==> config.mk <==
export PLATFORM = sky130hd
export DESIGN_NAME = uart_rx_fifo_flat
export DESIGN_NICKNAME = d
export VERILOG_FILES = /design/src/rtl/uart_pkg.sv /design/src/rtl/uart_rx_fifo_if.sv /design/src/rtl/uart_sat_cnt.sv /design/src/rtl/uart_rx_fifo.sv /design/src/flat_wrapper.sv
export SDC_FILE = /design/constraint.sdc
export NUM_CORES = 1
export LEC_CHECK = 0
export CAP_MARGIN = 20
export CORE_AREA = 2 2 128 130
export DETAILED_ROUTE_END_ITERATION = 10
export DIE_AREA = 0 0 130 132
export DONT_BUFFER_PORTS = 1
export PLACE_DENSITY = 0.69
export SYNTH_ARGS = -nofsm -noshare
export SYNTH_HDL_FRONTEND = slang
export SYNTH_SLANG_ARGS = --single-unit
==> constraint.sdc <==
create_clock -name clk -period 2.6 [get_ports clk]
set_input_delay 0.65 -clock clk [delete_from_list [all_inputs] [get_ports clk]]
set_output_delay 0.65 -clock clk [all_outputs]
set_load 0.02 [all_outputs]
==> src/rtl/uart_pkg.sv <==
// uart_pkg: shared types and constants for the UART receive buffer.
package uart_pkg;
  localparam int UART_DATA_W = 8;
  typedef struct packed {
    logic frame_err;
    logic parity_err;
    logic [UART_DATA_W-1:0] data;
  } uart_rx_entry_t;
endpackage

==> src/rtl/uart_rx_fifo_if.sv <==
// uart_rx_fifo_if: host-side valid/ready stream carrying the head-of-FIFO entry.
interface uart_rx_fifo_if;
  import uart_pkg::*;
  logic [UART_DATA_W-1:0] m_data;
  logic m_parity_err;
  logic m_frame_err;
  logic m_valid;
  logic m_ready;
  modport master(output m_data, m_parity_err, m_frame_err, m_valid, input m_ready);
  modport slave(input m_data, m_parity_err, m_frame_err, m_valid, output m_ready);
endinterface

==> src/rtl/uart_sat_cnt.sv <==
// uart_sat_cnt: saturating event counter with synchronous clear.
module uart_sat_cnt #(parameter int W = 8) (
  input  logic         clk,
  input  logic         rst,
  input  logic         inc,
  input  logic         clr,
  output logic [W-1:0] cnt
);
  logic [W-1:0] r_cnt;
  always_ff @(posedge clk)
    if (rst || clr) r_cnt <= '0;
    else if (inc && !(&r_cnt)) r_cnt <= r_cnt + W'(1);
  assign cnt = r_cnt;
endmodule

==> src/rtl/uart_rx_fifo.sv <==
// uart_rx_fifo: FWFT receive FIFO with per-byte error flags, sticky overflow and error statistics.
module uart_rx_fifo import uart_pkg::*; #(
  parameter int DEPTH        = 16,
  parameter bit DROP_ERRORED = 1'b0,
  parameter int STAT_W       = 8
) (
  input  logic                   clk,
  input  logic                   rst,
  input  logic [UART_DATA_W-1:0] rx_data,
  input  logic                   rx_valid,
  input  logic                   parity_error,
  input  logic                   frame_error,
  uart_rx_fifo_if.master         m,
  output logic [$clog2(DEPTH):0] count,
  output logic                   full,
  output logic                   overflow,
  output logic [STAT_W-1:0]      parity_err_cnt,
  output logic [STAT_W-1:0]      frame_err_cnt,
  output logic [STAT_W-1:0]      drop_cnt,
  input  logic                   clr_stats
);
  localparam int AW = $clog2(DEPTH);
  uart_rx_entry_t r_mem [DEPTH];
  logic [AW:0] r_wr, r_rd, r_count;
  logic r_ovf;
  logic w_push, w_store, w_empty, w_full, w_pop, w_wr, w_drop;
  uart_rx_entry_t w_head;
  assign w_push  = rx_valid | frame_error;
  assign w_store = w_push & ~(DROP_ERRORED & (parity_error | frame_error));
  assign w_empty = r_wr == r_rd;
  assign w_full  = r_wr == {~r_rd[AW], r_rd[AW-1:0]};
  assign w_pop   = ~w_empty & m.m_ready;
  // a pop in the same cycle frees the slot the write lands in
  assign w_wr    = w_store & (~w_full | w_pop);
  assign w_drop  = w_store & w_full & ~w_pop;
  assign w_head  = w_empty ? '0 : r_mem[r_rd[AW-1:0]];
  always_ff @(posedge clk)
    if (rst) begin
      r_wr    <= '0;
      r_rd    <= '0;
      r_count <= '0;
    end else begin
      if (w_wr) r_wr <= r_wr + (AW+1)'(1);
      if (w_pop) r_rd <= r_rd + (AW+1)'(1);
      r_count <= r_count + (AW+1)'(w_wr) - (AW+1)'(w_pop);
    end
  always_ff @(posedge clk)
    if (w_wr) r_mem[r_wr[AW-1:0]] <= '{frame_err: frame_error, parity_err: parity_error, data: rx_data};
  always_ff @(posedge clk)
    if (rst || clr_stats) r_ovf <= 1'b0;
    else if (w_drop) r_ovf <= 1'b1;
  uart_sat_cnt #(.W(STAT_W)) u_parity (.clk(clk), .rst(rst), .inc(w_push & parity_error), .clr(clr_stats), .cnt(parity_err_cnt));
  uart_sat_cnt #(.W(STAT_W)) u_frame (.clk(clk), .rst(rst), .inc(frame_error), .clr(clr_stats), .cnt(frame_err_cnt));
  uart_sat_cnt #(.W(STAT_W)) u_drop (.clk(clk), .rst(rst), .inc(w_drop), .clr(clr_stats), .cnt(drop_cnt));
  assign m.m_data       = w_head.data;
  assign m.m_parity_err = w_head.parity_err;
  assign m.m_frame_err  = w_head.frame_err;
  assign m.m_valid      = ~w_empty;
  assign count          = r_count;
  assign full           = w_full;
  assign overflow       = r_ovf;
endmodule
==> src/flat_wrapper.sv <==
// flat-port wrapper written by rule: the top's interface ports become plain ports
module uart_rx_fifo_flat import uart_pkg::*;
#(
  parameter int DEPTH        = 16,
  parameter bit DROP_ERRORED = 1'b0,
  parameter int STAT_W       = 8
)
  (clk, rst, rx_data, rx_valid, parity_error, frame_error, count, full, overflow, parity_err_cnt, frame_err_cnt, drop_cnt, clr_stats, m_m_data, m_m_parity_err, m_m_frame_err, m_m_valid, m_m_ready);
  uart_rx_fifo_if m_i ();
  input  logic clk;
  input  logic rst;
  input  logic [UART_DATA_W-1:0] rx_data;
  input  logic rx_valid;
  input  logic parity_error;
  input  logic frame_error;
  output logic [$clog2(DEPTH):0] count;
  output logic full;
  output logic overflow;
  output logic [STAT_W-1:0] parity_err_cnt;
  output logic [STAT_W-1:0] frame_err_cnt;
  output logic [STAT_W-1:0] drop_cnt;
  input  logic clr_stats;
  output wire logic [$bits(m_i.m_data)-1:0] m_m_data;
  output wire logic [$bits(m_i.m_parity_err)-1:0] m_m_parity_err;
  output wire logic [$bits(m_i.m_frame_err)-1:0] m_m_frame_err;
  output wire logic [$bits(m_i.m_valid)-1:0] m_m_valid;
  input wire logic [$bits(m_i.m_ready)-1:0] m_m_ready;
  assign m_m_data = m_i.m_data;
  assign m_m_parity_err = m_i.m_parity_err;
  assign m_m_frame_err = m_i.m_frame_err;
  assign m_m_valid = m_i.m_valid;
  assign m_i.m_ready = m_m_ready;
  uart_rx_fifo #(.DEPTH(DEPTH), .DROP_ERRORED(DROP_ERRORED), .STAT_W(STAT_W)) u_core (.clk(clk), .rst(rst), .rx_data(rx_data), .rx_valid(rx_valid), .parity_error(parity_error), .frame_error(frame_error), .m(m_i), .count(count), .full(full), .overflow(overflow), .parity_err_cnt(parity_err_cnt), .frame_err_cnt(frame_err_cnt), .drop_cnt(drop_cnt), .clr_stats(clr_stats));
endmodule
# Word level (Yosys, flattened, before mapping)
# Memory sizes are Yosys's and may differ from the RTL's. A register that Yosys moved wholly into a read port is not among the register bits.
# Index checks and enable logic that the tools add are counted.
# Widths: inputs -> output; s select.
# op_classes
addsub,7
eq_ne,2
n_mux,5
bitwise,11
n_reduce_logical,10
# op_table
op,n
$add 8x1->8 const B,3
$reduce_and 8->1,3
$add 5x1->5 const B,2
$eq 5x5->1,2
$mux 10,1
$mux 4,2
$add 5x1->5,1
$and 1x1->1,5
$sub 5x1->5,1
$not 1->1,4
$logic_and 1x1->1,3
$logic_not 1->1,3
$mux 1,2
$or 1x1->1,2
$logic_or 1x1->1,1
# word_totals
regBits,40
mem_bits_rw,160
elab_cells,43
n_memories,1
# memory_table
name,depth,width,read_ports,rd_clocked_by_memory_dff,wr,line_no,source
u_core.r_mem,16,10,1,1,1,uart_rx_fifo.sv:23,uart_rx_entry_t r_mem [DEPTH];

# Depth between registers and ports, before layout
# Gate-level depths: netlist of the first run.
# logic_depth
depth_word,7
depth_mapped,13
ltp_nobuf,11

# Modules after synthesis
# A second synthesis of the first run with hierarchy kept.
# unflattened
cells_unflattened,511
area_unflattened_um2,8399.3
# by_module_without_submodules
mod,instances,cells_per_inst,area_each_um2
uart_rx_fifo,1,379,7138.1
uart_sat_cnt,3,44,420.4

# Worst setup path before layout of the first run
# OpenSTA, ideal clock, no wires.
# synth_path
kind,in2reg
start,in frame_error
end,"reg u_core.r_count[4], in the netlist u_core.count[4]"
arrival_ns,2.512
path_slack_ns,-0.040
stages,10
path_buffers,2
cell_sequence,buf_2 -> nor2_1 -> a21oi_4 -> buf_4 -> ha_1 -> fa_1 -> a21o_1 -> a21oi_1 -> xnor2_1 -> nor2_1
# synth_between
elab_chain_len,4
# synth_lines
item,line_no,source
"start, declared",flat_wrapper.sv:15,input logic frame_error;
$or 1x1->1,uart_rx_fifo.sv:28,assign w_push = rx_valid | frame_error;
$and 1x1->1,uart_rx_fifo.sv:34,assign w_wr = w_store & (~w_full | w_pop);
via u_core.w_wr,uart_rx_fifo.sv:26,"logic w_push, w_store, w_empty, w_full, w_pop, w_wr, w_drop;"
$add 5x1->5,uart_rx_fifo.sv:45,r_count <= r_count + (AW+1)'(w_wr) - (AW+1)'(w_pop);
$sub 5x1->5,uart_rx_fifo.sv:45,
"end signal, assigned",uart_rx_fifo.sv:45,
"end, declared",uart_rx_fifo.sv:24,"logic [AW:0] r_wr, r_rd, r_count;"
# The timed path passes the listed nets, and every way through them passes these cells.
# A chain may end at the register's enable or synchronous reset.

==> metrics.md, run 1 <==
| Metric | Value |
|---|---|
| Outcome | `finished, violations left` |
| Failing checks | `setup timing` |
| FMAX | `358 MHz` |
| Num CTS Buffers | `22` |
| Clock tree sinks | `204` |
| First-pass GRT wire length | `27.4 mm` |
| Nets | `611` |
| Worst Reg-to-Reg Cells | `11` |
| Setup TNS | `-1540 ps` |
| Fillers | `1143` |
| Seq pwr share | `43.7%` |
| Clk root buf | `clkbuf_16` |
| Crit. End Element | `output port` |
| CP Capture Point | `m_m_data[5]` |
| Clock power frac | `38.5%` |
| Delay-heaviest family, CP | `multiplexers` |
| Critical Path AT | `2150 ps` |
| Vias in the first global route | `4977` |
| Largest net degree at the start of global routing | `41` |
| Clk_skew | `9.16 ps` |
| Commonest non-fill, non-tap cell in the layout | `edfxtp_1` |
| Critical Path Slowest Stage Cell | `mux4_2` |
| Max transition margin | `56.8%` |
| Power Internal | `6460 µW` |
| Req. time, crit path | `1950 ps` |
| Crit-path cells | `buf_12 > mux4_2 > a22oi_2 > a21oi_2 > buf_4` |
| Setup ws final | `-196 ps` |
| Global placement routability congestion | `0.805` |
| DR iter-0 viols | `405` |
| Antenna violations before repair | `0` |
| EDFF count, synth | `160` |
| Worst vdd ir | `0.583 mV` |
| Most frequent cells in the layout | `160 x edfxtp_1, 42 x dfxtp_1, 40 x mux4_2, 39 x buf_4, 28 x nor2_1` |
| # DRC | `0` |
| Syn nets | `562` |
| Final Hold Viols | `0` |
| Area of the multi-input gates | `2790 µm²` |
| Initial cell density of the core | `54.1%` |
| Flops & latches, synth | `204` |
| Synth Instances | `533` |
| Vias/cell | `6.01` |
| Final setup viols | `10` |
| # diodes | `0` |
| DR pass1 iterations | `4` |
| Crit Path Category | `flip-flop to output port` |
| Crit path time final | `2800 ps` |
| Ys flop type | `edfxtp_1` |
| Tcrit/Tclk final | `108%` |
| Reg2reg setup slack | `160 ps` |
| Syn Area/Cell | `16.0 µm²` |
| Gate power share | `17.8%` |
| Pwr dens | `852 nW/µm²` |
| Crit-path max FO | `15` |
| Total grt overflow | `0` |
| Post-synth ARST share | `0%` |
| Yosys cell types | `58` |
| Worst skew pair latency | `500 ps` |
| Area grow syn2layout | `18.2%` |
| RSZ-0062 raised after global routing | `yes` |
| PortBufs | `0` |
| CP Launch Type | `flip-flop` |
| DP HPWL | `11.1 mm` |
| Layout cell share with drive strength beyond 1 | `29.6%` |
| H-tree depth | `1` |
| CTS Buffer Depth | `3` |
| Worst Tran Pin Value | `646 ps` |
| Synthesized area | `8510 µm²` |
| Worst r2r src | `u_core.r_rd[3]$_SDFFE_PP0P_` |
| # IOs | `57` |
| All-layer global routing usage | `21.0%` |
| Max-Cap Viols | `0` |
| WL/cell | `21.8 µm` |
| Die X | `130 µm` |
| Core ar. | `15700 µm²` |
| Antenna-violating nets left | `0` |
| Hold crit path type | `primary input to flip-flop` |
| CP Buf/Inv Count | `2` |
| FP Rows | `46` |
| Reg-to-reg endpoint | `u_core.count[4]$_SDFF_PP0_` |
| Net Sw Power | `2110 µW` |
| Vias | `4889` |
| Worst-path clk slew | `60 ps` |
| Slowest stage delay, CP | `520 ps` |
| Final WL | `17.7 mm` |
| Switching share of power | `24.6%` |
| Ys Warns | `0` |
| Total power | `8570 µW` |
| Slew Limit Fails | `0` |
| Leakage Power | `0.00339 µW` |
| Register area share after synthesis | `66.8%` |
| CTS tree | `built` |
| Critical path depth in cells | `5` |
| Die area | `17200 µm²` |
| FF+latch area | `5690 µm²` |
| Die height | `132 µm` |
## repair_timing
action	in CTS	in global routing
gates resized for setup	25	8
setup endpoints to repair	11	12
pin swaps	4	2
setup buffers	3	4
hold buffers	0	0
## sequential cells by signal, summed over array words and instances (netlist names), named ones only
register	flops
u_core.r_mem	160
u_core.u_drop.cnt	8
u_core.u_frame.cnt	8
u_core.u_parity.cnt	8
u_core.count	5
u_core.r_rd	5
u_core.r_wr	5
u_core.overflow	1
## cell families after synthesis
kind of cell               share of synthesized area (%)
AOI/OAI and AO/OA                                   7.33
xor gates and xnor gates                            1.94
adders and majority gates                           2.15
buffers and inverters                               1.96
DFF                                                 66.8
muxes                                               12.2
and+or+nand+nor                                     7.56
## worst min-delay path by stage
stage	startpoint	cells past startpoint	slack (ps)	endpoint
finish	rst	1	220	u_core.count[1]$_SDFF_PP0_
global route	rst	1	200	u_core.count[1]$_SDFF_PP0_
CTS	rst	1	200	u_core.count[1]$_SDFF_PP0_
detailed placement	u_core.r_rd[1]$_SDFFE_PP0P_	2	540	u_core.r_rd[1]$_SDFFE_PP0P_
global placement	u_core.r_rd[1]$_SDFFE_PP0P_	2	520	u_core.r_rd[1]$_SDFFE_PP0P_
floorplan	u_core.r_rd[1]$_SDFFE_PP0P_	2	500	flip-flop
## power groups by stage
| stage | sequential [µW] | clock (µW) | combinational, µW |
|---|---|---|---|
| finish | 3740 | 3300 | 1530 |
| global route | 3750 | 3500 | 1650 |
| CTS | 3740 | 3350 | 1490 |
| detailed placement | 3810 | 0 | 1380 |
| global placement | 3800 | 0 | 1340 |
| floorplan | 3780 | 0 | 952 |
## Yosys cell counts, types with 4 or more instances
cell | n | area [µm²]
o21ai_0 | 7 | 35.0
clkbuf_1 | 14 | 52.6
and3_1 | 11 | 68.8
mux2_2 | 7 | 78.8
xnor2_1 | 9 | 78.8
dfxtp_1 | 44 | 881
nand3_1 | 11 | 55.1
edfxtp_1 | 160 | 4800
o31ai_1 | 5 | 37.5
nand4_1 | 12 | 75.1
xor2_1 | 8 | 70.1
inv_1 | 15 | 56.3
ha_1 | 13 | 163
buf_2 | 6 | 30.0
mux2i_1 | 6 | 60.1
o311ai_0 | 4 | 35.0
nor2_1 | 30 | 113
a21oi_1 | 23 | 115
a22oi_1 | 20 | 150
and4_1 | 5 | 43.8
nor2b_1 | 10 | 62.6
and3_2 | 6 | 45.0
mux4_2 | 40 | 901
or3_1 | 5 | 31.3
nand2_1 | 18 | 67.6
## layout make-up
type                       instances  share of cell area [%]
sequential                       204                    56.6
multi-input combinational        290                    27.8
clock buffer                      28                    6.11
timing repair buffer              49                    4.56
tap                              216                    2.69
clock inverter                    11                    1.66
inverter                          15                   0.560
## routing by layer
| metal | vias up | track usage (%) | share of wire [%] |
|---|---|---|---|
| met5 | - | 0 | 0 |
| met4 | 0 | 4.96 | 1.4 |
| met3 | 19 | 5.24 | 7.1 |
| met2 | 144 | 36.4 | 53 |
| met1 | 2503 | 26.7 | 39 |
| li1 | 2223 | - | - |
## per-stage QoR
stage          worst slack [ps]  instance area (µm²)  cells  hold WS [ps]  util (%)
4_1_cts                    -198                 9980    809           205      63.5
2_1_floorplan              3.87                 8520    533           499         -
3_5_place_dp               63.5                 9040    767           544      57.5
6_report                   -196                10000    813           218      64.0
3_3_place_gp                176                 9040    767           525      57.5
5_1_grt                    -246                10000    813           199      64.0
No activity file was read; power rests on OpenSTA's default activity.
==> run 2: changes to the inputs <==
Settings changed: MAX_ROUTING_LAYER set to met4, REMOVE_ABC_BUFFERS set to 1.
==> run 2 against run 1 <==
Compared with the run above:
- register-to-register slack worse by 20 ps
- the run still ends with setup timing left
- clock-buffer cell count down 3
- clock power down 17%
- critical path depth up 1
- final area down 1.8%
- total power down 6.0%
- die area unchanged
- largest power group unchanged
- global-route usage up 0.15 points
- core utilization down 1.1 points
- sequential share of layout area up 1.0 points
==> metrics.md, run 2 (synthesis results as in run 1) <==
| Metric | Value |
|---|---|
| Critical Path AT | `2130 ps` |
| Failing checks | `setup timing` |
| Crit-path max FO | `6` |
| Crit. End Element | `output port` |
| Max reg flops | `160` |
| Vias in the first global route | `4861` |
| WL/cell | `21.6 µm` |
| Vias/cell | `6.05` |
| All-layer global routing usage | `21.2%` |
| Outcome | `finished, violations left` |
| Max-Cap Viols | `0` |
| Global placement routability congestion | `0.860` |
| Vias | `4872` |
| FMAX | `359 MHz` |
| Core ar. | `15700 µm²` |
| Pwr dens | `816 nW/µm²` |
| Hold crit path type | `primary input to flip-flop` |
| Clk root buf | `clkbuf_16` |
| Final Hold Viols | `0` |
| GR Util met3 | `4.63%` |
| Commonest non-fill, non-tap cell in the layout | `edfxtp_1` |
| Antenna violations before repair | `0` |
| Nets | `603` |
| FP Rows | `46` |
| DP HPWL | `11.0 mm` |
| Setup ws final | `-182 ps` |
| Worst vdd ir | `0.617 mV` |
| Max transition margin | `56.5%` |
| GRT met2 Usage | `33.2%` |
| CTS tree | `built` |
| Pre-CTS setup slack | `132 ps` |
| DR pass1 iterations | `5` |
| Worst Tran Pin Value | `653 ps` |
| Hold Path Origin | `rst` |
| # diodes | `0` |
| Die height | `132 µm` |
| Tcrit/Tclk final | `107%` |
| Slew Limit Fails | `0` |
| H-tree depth | `1` |
| CTS Buffer Depth | `3` |
| Initial cell density of the core | `54.1%` |
| Die area | `17200 µm²` |
| Final setup viols | `10` |
| # IOs | `57` |
| Worst r2r src | `u_core.r_rd[0]$_SDFFE_PP0P_` |
| Worst skew pair latency | `500 ps` |
| Core Util, Final | `62.8%` |
| Leakage Power | `0.00330 µW` |
| RSZ-0062 raised after global routing | `yes` |
| PortBufs | `0` |
| Crit path time final | `2780 ps` |
| Antenna-violating nets left | `0` |
| # DRC | `0` |
| Crit Path Category | `flip-flop to output port` |
| Setup TNS | `-1580 ps` |
| Total grt overflow | `0` |
| Final WL | `17.4 mm` |
| Req. time, crit path | `1950 ps` |
| Num CTS Buffers | `21` |
| Finished Cell Area | `9870 µm²` |
| M1 GR Usage | `28.1%` |
| First-pass GRT wire length | `26.8 mm` |
| Layout cell share with drive strength beyond 1 | `28.9%` |
| Most frequent cells in the layout | `160 x edfxtp_1, 41 x dfxtp_1, 40 x mux4_2, 30 x nor2_1, 29 x buf_4` |
| Placed instance area | `8980 µm²` |
| Fillers | `1141` |
| Top Usage Layer GRT | `met2` |
| Largest net degree at the start of global routing | `28` |
| Clock tree sinks | `204` |
| Clk_skew | `7.12 ps` |
| Die X | `130 µm` |
| Worst-path clk slew | `60 ps` |
| CP Launch Type | `flip-flop` |
| Area grow syn2layout | `16.1%` |
| DR iter-0 viols | `361` |
==> run 2: worst paths after layout <==
kind / endpoint / slack, ps / cells past startpoint
worst min-delay path: u_core.count[1]$_SDFF_PP0_ / 230 / 1
worst max-delay path: m_m_data[2] / -180 / 6
worst max register to register: u_core.count[4]$_SDFF_PP0_ / 140 / 11
worst min register to register: u_core.r_rd[1]$_SDFFE_PP0P_ / 560 / 2
==> run 2: timing repair <==
action | 4_1_cts | 5_1_grt
hold buffers | 0 | 0
pin swaps | 17 | 4
gates cloned | 3 | 0
gates resized for setup | 32 | 8
endpoints found under the setup margin | 10 | 11
buffers inserted | 3 | 0
endpoints found under the hold margin | 0 | 0
==> run 2: layout make-up <==
type	count	area, µm²	share of cell area (%)
multi-input combinational	290	2790	28.2
clock buffer	25	561	5.68
sequential	204	5690	57.7
clock inverter	13	75.1	0.760
tap	216	270	2.74
inverter	15	56.3	0.570
timing repair buffer	42	432	4.37
==> run 2: metal layers <==
metal / vias to the layer above / share of wire [%]
li1: 2203 / -
met2: 176 / 49
met1: 2466 / 42
met5: - / 0
met4: 0 / 1.8
met3: 27 / 6.9
==> run 2: where the power goes <==
group	total, µW	internal (µW)	switching (µW)
sequential	3740	3630	112
combinational	1560	761	800
clock	2750	1550	1200
==> run 2: worst max-delay path, cell delays in order, from the launching register on <==
cell	delay (ps)
dfxtp_4	420
buf_12	140
buf_16	130
mux4_2	500
a22oi_2	190
a21oi_1	90
buf_4	170
==> run 2: per-stage QoR <==
| step | hold slack, ps | total power [µW] | cells |
|---|---|---|---|
| after floorplan | 499 | 4680 | 509 |
| after global placement | 525 | 5110 | 762 |
| after detailed placement | 536 | 5140 | 762 |
| after CTS | 219 | 8090 | 806 |
| after global routing | 213 | 8360 | 805 |
| final | 229 | 8060 | 805 |
==> run 3: changes to the inputs <==
Settings changed: REMOVE_ABC_BUFFERS 1 to not set.
==> run 3 against run 2 <==
Compared with the run above:
- the flow still finishes with violations (setup timing)
- die area stayed put
- via count is 0.23% higher
- flip-flop and latch count stayed put
- core utilization is 1.1 points higher
- routed wire length is 1.5% higher
- global-route usage is 0.51 points higher
- final area is 1.8% higher
- combinational power hardly changed
- clock power is 20% higher
- clock-buffer cell count is 3 higher
- worst setup slack worse by 16 ps
- total power is 6.3% higher
- largest power group unchanged
==> metrics.md, run 3 (synthesis results as in run 1) <==
| Metric | Value |
|---|---|
| Core ar. | `15700 µm²` |
| Number of instances in the placed design | `767` |
| Critical Path AT | `2150 ps` |
| # DRC | `0` |
| Outcome | `finished, violations left` |
| Worst Tran Pin Value | `646 ps` |
| Final WL | `17.6 mm` |
| CTS Buffer Depth | `3` |
| Crit-path cells | `buf_12 > mux4_2 > a22oi_2 > a21oi_2 > buf_4` |
| All-layer global routing usage | `21.7%` |
| H-tree depth | `1` |
| Area of the multi-input gates | `2790 µm²` |
| Antenna-violating nets left | `0` |
| Clock tree sinks | `204` |
| FMAX | `357 MHz` |
| Crit. End Element | `output port` |
| Final Hold Viols | `0` |
| PortBufs | `0` |
| Num CTS Buffers | `22` |
| # IOs | `57` |
| Req. time, crit path | `1950 ps` |
| # diodes | `0` |
| Crit Path Category | `flip-flop to output port` |
| Crit-path max FO | `15` |
| Setup ws final | `-197 ps` |
| Commonest non-fill, non-tap cell in the layout | `edfxtp_1` |
| Max-Cap Viols | `0` |
| DR iter-0 viols | `382` |
| Hold crit path type | `primary input to flip-flop` |
| Fillers | `1143` |
| Slew Limit Fails | `0` |
| CP Launch Type | `flip-flop` |
| FP Rows | `46` |
| CTS tree | `built` |
| Initial cell density of the core | `54.1%` |
| Tcrit/Tclk final | `108%` |
| Non-Filler Instances | `813` |
| Final setup viols | `10` |
| Most frequent cells in the layout | `160 x edfxtp_1, 42 x dfxtp_1, 40 x mux4_2, 39 x buf_4, 28 x nor2_1` |
| Pwr dens | `852 nW/µm²` |
| Crit path time final | `2800 ps` |
| Pre-CTS setup slack | `63.5 ps` |
| Placed instance area | `9040 µm²` |
| WL/cell | `21.7 µm` |
| Leakage Power | `0.00339 µW` |
| RSZ-0062 raised after global routing | `yes` |
| Slowest stage delay, CP | `520 ps` |
| FF+latch area | `5690 µm²` |
| Worst skew pair latency | `500 ps` |
| Finished Cell Area | `10000 µm²` |
| Failing checks | `setup timing` |
| Max reg flops | `160` |
| Largest net degree at the start of global routing | `41` |
| Clk_skew | `6.31 ps` |
| Max transition margin | `56.7%` |
| Total grt overflow | `0` |
| Worst vdd ir | `0.581 mV` |
| Nets | `611` |
| Vias/cell | `6.01` |
| Clk root buf | `clkbuf_16` |
| DP HPWL | `11.1 mm` |
| Vias | `4883` |
| Die area | `17200 µm²` |
| Core Util, Final | `64.0%` |
| Global placement routability congestion | `0.817` |
| Die height | `132 µm` |
| Layout cell share with drive strength beyond 1 | `29.6%` |
| First-pass GRT wire length | `27.5 mm` |
| Vias in the first global route | `4970` |
| Critical Path Slowest Stage Cell | `mux4_2` |
| Area grow syn2layout | `18.2%` |
| DR pass1 iterations | `5` |
| Die X | `130 µm` |
| Antenna violations before repair | `0` |
| Worst-path clk slew | `60 ps` |
## run 3: cell count changes in the layout (fill, tap and decap cells not counted), moves of 3 or more
cell and change:
a22oi_1 +4, buf_6 -3, a22oi_2 -4, buf_4 +10
bufinv_16 +4, clkinv_2 -4
## run 3: where the power goes
part / internal, µW / switching, µW / leakage, µW
Combinational: 753 / 775 / 0.00121
Clock: 2070 / 1220 / 0.000376
Sequential: 3630 / 107 / 0.00181
Total: 6460 / 2110 / 0.00339
## run 3: per-layer routing
layer / up-vias / global-route usage [%] / part of all wire [%]
li1: 2223 / - / -
met1: 2474 / 26.8 / 39
met2: 166 / 36.3 / 52
met3: 20 / 5.19 / 7.3
met4: 0 / 4.96 / 1.4
met5: - / - / 0
## run 3: repair_timing
action	CTS	global route
setup endpoints to repair	11	12
gates resized for setup	25	8
buffers inserted	3	4
pin swaps	4	2
hold buffers	0	0
## run 3: worst paths after layout
check | start | end | slack, ps | cells after the start
worst max register to register | u_core.r_rd[3]$_SDFFE_PP0P_ | u_core.count[4]$_SDFF_PP0_ | 150 | 11
worst min-delay path | rst | u_core.count[1]$_SDFF_PP0_ | 220 | 1
worst min register to register | u_core.r_rd[1]$_SDFFE_PP0P_ | u_core.r_rd[1]$_SDFFE_PP0P_ | 520 | 2
worst max-delay path | flip-flop | m_m_data[5] | -200 | 5
## run 3: cell type report
class	count	area share [%]
timing repair buffer	49	4.56
inverter	15	0.560
sequential	204	56.6
tap	216	2.69
clock inverter	11	1.66
clock buffer	28	6.11
multi-input combinational	290	27.8
## run 3: worst max-delay path, delay by kind of cell, from the launching register on
kind	cells	cell delay [ps]
buffers and inverters	2	350
multiplexers	1	520
AO/OA/AOI/OAI	2	370
flip-flops	1	400
## run 3: metrics by stage
stage / setup TNS, ps / power [µW] / hold WS [ps]
6_report: -1510 / 8560 / 221
4_1_cts: -1720 / 8580 / 205
3_3_place_gp: 0 / 5140 / 525
3_5_place_dp: 0 / 5190 / 544
2_1_floorplan: 0 / 4730 / 499
5_1_grt: -2210 / 8900 / 199
